--- config.mk ---
export PLATFORM = sky130hd
export DESIGN_NAME = router_fsm
export DESIGN_NICKNAME = d
export VERILOG_FILES = /design/src/rtl/router_fsm.sv
export SDC_FILE = /design/constraint.sdc
export NUM_CORES = 1
export LEC_CHECK = 0
export ABC_AREA = 1
export CORE_UTILIZATION = 30
export CTS_CLUSTER_SIZE = 40
export DETAILED_ROUTE_END_ITERATION = 7
export RECOVER_POWER = 25
export SLEW_MARGIN = 20
export SYNTH_ARGS = -nofsm -noshare
export SYNTH_HDL_FRONTEND = slang
export SYNTH_SLANG_ARGS = --single-unit
export TNS_END_PERCENT = 10
--- constraint.sdc ---
create_clock -name clock -period 2.95 [get_ports clock]
set_clock_uncertainty 0.15 [all_clocks]
set_input_delay 0.59 -clock clock [delete_from_list [all_inputs] [get_ports clock]]
set_output_delay 0.59 -clock clock [all_outputs]
set_load 0.01 [all_outputs]
--- src/rtl/router_fsm.sv ---
// Packet-sequencing controller for the 1x3 router: header decode, payload, full stall, parity.
// Optional WAIT_TILL_EMPTY timeout with packet drop when ROUTER_FSM_TIMEOUT_EN is defined.
module router_fsm #(
  parameter int WAIT_TIMEOUT = 30,
  parameter int TMO_W        = 5
) (
  input  logic       clock,
  input  logic       resetn,
  input  logic       pkt_valid,
  input  logic [1:0] data_in,
  input  logic       parity_done,
  input  logic       low_pkt_valid,
  input  logic       fifo_full,
  input  logic       fifo_empty_0,
  input  logic       fifo_empty_1,
  input  logic       fifo_empty_2,
  input  logic       soft_reset_0,
  input  logic       soft_reset_1,
  input  logic       soft_reset_2,
  output logic       detect_add,
  output logic       lfd_state,
  output logic       ld_state,
  output logic       laf_state,
  output logic       full_state,
  output logic       write_enb_reg,
  output logic       rst_int_reg,
  output logic       busy,
  output logic       drop_pkt
);

  typedef enum logic [2:0] {
    DA  = 3'd0,
    LFD = 3'd1,
    LD  = 3'd2,
    FFS = 3'd3,
    LAF = 3'd4,
    LP  = 3'd5,
    CPE = 3'd6,
    WTE = 3'd7
  } state_e;

  if ((1 << TMO_W) < WAIT_TIMEOUT) begin : g_tmo_w_check
    $error("router_fsm: TMO_W too narrow for WAIT_TIMEOUT");
  end

  state_e     state_q, state_d;
  logic [1:0] addr_q, addr_d;

  // Index 3 is the invalid address; padding with 0 keeps every 2-bit index in range.
  logic [3:0] empty_v, sreset_v;
  assign empty_v  = {1'b0, fifo_empty_2, fifo_empty_1, fifo_empty_0};
  assign sreset_v = {1'b0, soft_reset_2, soft_reset_1, soft_reset_0};

`ifdef ROUTER_FSM_TIMEOUT_EN
  logic [TMO_W-1:0] cnt_q, cnt_d;
  logic             drop_q, drop_d;
`endif

  always_ff @(posedge clock or negedge resetn) begin
    if (!resetn) begin
      state_q <= DA;
      addr_q  <= 2'b00;
`ifdef ROUTER_FSM_TIMEOUT_EN
      cnt_q   <= '0;
      drop_q  <= 1'b0;
`endif
    end else begin
      state_q <= state_d;
      addr_q  <= addr_d;
`ifdef ROUTER_FSM_TIMEOUT_EN
      cnt_q   <= cnt_d;
      drop_q  <= drop_d;
`endif
    end
  end

  always_comb begin
    state_d = state_q;
    addr_d  = addr_q;
`ifdef ROUTER_FSM_TIMEOUT_EN
    cnt_d   = (state_q == WTE) ? cnt_q + TMO_W'(1) : '0;
    drop_d  = 1'b0;
`endif
    if (state_q == DA && pkt_valid) addr_d = data_in;

    case (state_q)
      DA: begin
        if (pkt_valid && data_in != 2'b11) state_d = empty_v[data_in] ? LFD : WTE;
      end
      LFD: state_d = LD;
      LD: begin
        if (fifo_full)       state_d = FFS;
        else if (!pkt_valid) state_d = LP;
      end
      FFS: begin
        if (!fifo_full) state_d = LAF;
      end
      LAF: begin
        if (parity_done)        state_d = DA;
        else if (low_pkt_valid) state_d = LP;
        else                    state_d = LD;
      end
      LP:  state_d = CPE;
      CPE: state_d = fifo_full ? FFS : DA;
      WTE: begin
        if (empty_v[addr_q]) state_d = LFD;
      end
      default: state_d = DA;
    endcase

`ifdef ROUTER_FSM_TIMEOUT_EN
    // A FIFO that drains on the final wait cycle still gets the packet.
    if (state_q == WTE && cnt_q == TMO_W'(WAIT_TIMEOUT - 1) && !empty_v[addr_q]) begin
      state_d = DA;
      drop_d  = 1'b1;
    end
`endif

    if (state_q != DA && sreset_v[addr_q]) begin
      state_d = DA;
`ifdef ROUTER_FSM_TIMEOUT_EN
      drop_d  = 1'b0;
`endif
    end
  end

  assign detect_add    = (state_q == DA);
  assign lfd_state     = (state_q == LFD);
  assign ld_state      = (state_q == LD);
  assign laf_state     = (state_q == LAF);
  assign full_state    = (state_q == FFS);
  assign write_enb_reg = (state_q == LFD) || (state_q == LD) ||
                         (state_q == LP)  || (state_q == LAF);
  assign rst_int_reg   = (state_q == CPE);
  assign busy          = !((state_q == DA) || (state_q == LD));

`ifdef ROUTER_FSM_TIMEOUT_EN
  assign drop_pkt = drop_q;
`else
  assign drop_pkt = 1'b0;
`endif

endmodule
==> impl_metrics.json <==
{
  "ys_seq_area_frac": 0.2222,
  "routedWlPerCell_um": 9.075,
  "cts_inserted_buffers": 3,
  "period_minus_slack_ps": 2477,
  "rows": 15,
  "clock.fmax_mhz": 403.8,
  "portBuffers": 21,
  "cts.sinks": 5,
  "overflow": 0,
  "cts_hold_buf": 0,
  "setup_violations": 0,
  "drv_slew": 0,
  "antenna_found_initial": 0,
  "cp.arrival_ps": 1740,
  "holdWs_ps": 408.0,
  "drt_iter0_drc": 23,
  "path_clk_slew_ps": 50,
  "crit_path_cell_trace": "nor2_4, inv_2, nor2_4, nand3b_1, clkdlybuf4s50_1",
  "htree_levels": 1,
  "place_ws_ps": 732.9,
  "crit_family": "buffers and inverters",
  "avgViaCountPerCell": 4.429,
  "gp_routability_congestion": 0.8090,
  "setup_ws_ps": 473.4,
  "synth.distinct_cells": 17,
  "final.period_utilization": 0.8395,
  "worst-path-buf-inv": 2,
  "status": "finished, final reports clean",
  "start_kind": "flop",
  "clock_path_buffers": 2,
  "power.total_mw": 0.7274,
  "drv_cap": 0,
  "stdcell_area_um2": 800.8,
  "cts-root-buf": "clkbuf_4",
  "crit_slowest_cell": "clkdlybuf4s50_1",
  "hpwlAfterDp_um": 1106,
  "worstSetupEndpointType": "primary output",
  "powerDensity_nw_per_um2": 908.3,
  "required_ps": 2210,
  "first_pass_iters": 4,
  "synth_area_um2": 563.0,
  "grt_usage": 0.1588,
  "grt_max_degree": 10,
  "p_leak_nw": 0.4317,
  "cts_tree": "built",
  "synth_cells": 100,
  "utilization": 0.4588,
  "reg2reg_from": "state_q[0]$_DFFE_PN0P_",
  "hp-start": "addr_q[0]$_DFFE_PN0P_",
  "final_common_cell": "nand2_1",
  "die_area_um2": 2054,
  "nFillCells": 182,
  "crit_fanout": 9,
  "finalSetupTns_ps": 0,
  "fin_cells": 147,
  "worstSetupPathType": "flop to primary output",
  "finalNetCount": 137,
  "layout.cells.most_common_list": "29 x nand2_1, 20 x clkdlybuf4s50_1, 18 x inv_1",
  "startpoint": "state_q[0]$_DFFE_PN0P_",
  "rsz0062_at_grt": "false",
  "vdd_drop_max_mv": 0.4006,
  "fp.dieH_um": 45.32,
  "place_area_um2": 774.5,
  "placed_cells": 143,
  "crit_top_cell": "nor2_4",
  "drive_above_1_share": 0.07377,
  "core_um2": 1745,
  "clk_latency_ps": 240,
  "vias": 651,
  "syn_nets": 114,
  "routed_wl_um": 1334,
  "yosysWarnings": 0,
  "area_growth_pct": 42.22,
  "hold_class": "flop to flop",
  "postCtsResizedCells": 0,
  "antenna_cells": 0,
  "slowest_delay_ps": 530,
  "grt_pass1_wl_um": 2380,
  "reg2reg_slack_ps": 1480,
  "post_cts_buffers": 0,
  "synth-seq-cells": 5,
  "ant_nets": 0,
  "avgSynthCellArea_um2": 5.630,
  "start_util": 0.3226,
  "hold_viol_final": 0,
  "grt_pass1_vias": 580,
  "drcViolationCount": 0,
  "die_w_um": 45.32,
  "ios": 23
}
-- cells by family (layout without fill, tap and decap cells) --
logic type,Yosys count,count (layout),share of synthesized area
compound gates,5,5,0.04444
buf+inv,23,45,0.1867
flops,5,5,0.2222
other cells,1,1,0.006660
simple gates,66,66,0.5400
-- path summary, 6_finish.rpt --
| kind | endpoint | cells after the start |
|---|---|---|
| min reg2reg | addr_q[0]$_DFFE_PN0P_ | 2 |
| max | write_enb_reg | 5 |
| min | addr_q[0]$_DFFE_PN0P_ | 2 |
| max reg2reg | state_q[2]$_DFFE_PN0P_ | 7 |
| max in group asynchronous | state_q[2]$_DFFE_PN0P_ | 1 |
| min in group asynchronous | addr_q[1]$_DFFE_PN0P_ | 1 |
-- flip-flops by register name (all words and copies together) (netlist names) --
register and cells:
addr_q 2, state_q 3
-- worst register-to-register path, cell delays in order (launching register included) --
cell and delay (ps):
dfrtp_1 520, inv_1 90, nor2_2 180, nand2_1 70, nor2_1 120, nor2_1 80, nand3_1 100, nand2_1 50
-- synth_stat cells (all sizes together) --
| cell type | number | area (um2) |
|---|---|---|
| conb | 1 | 3.750 |
| o21ai | 4 | 20.02 |
| nand2 | 30 | 120.1 |
| nor2 | 16 | 77.58 |
| dfrtp | 5 | 125.1 |
| buf | 3 | 30.03 |
| a21oi | 1 | 5.000 |
| nand3 | 15 | 75.07 |
| nand3b | 1 | 7.510 |
| nand4 | 3 | 18.77 |
| inv | 20 | 75.07 |
| nor3 | 1 | 5.000 |
-- layout make-up --
| class | instances | area, um2 | share of cell area |
|---|---|---|---|
| sequential | 5 | 125.1 | 0.1563 |
| inverter | 20 | 75.07 | 0.09375 |
| timing repair buffer | 21 | 210.2 | 0.2625 |
| tap | 25 | 31.28 | 0.03906 |
| clock buffer | 4 | 26.28 | 0.03281 |
| multi-input combinational | 72 | 332.8 | 0.4156 |
-- power by group --
part	internal, mW	switching, mW
Clock	0.0512	0.0290
Sequential	0.102	0.0570
Combinational	0.219	0.270
Total	0.372	0.356
-- metal layers --
metal / share of wire / vias to the layer above / GRT usage
met2: 0.47 / 14 / 0.2319
met1: 0.49 / 291 / 0.2343
met4: 0 / 0 / 0.09091
met5: 0 / - / 0
li1: - / 346 / -
met3: 0.037 / 0 / 0
Power figures use the tool's default switching activity.
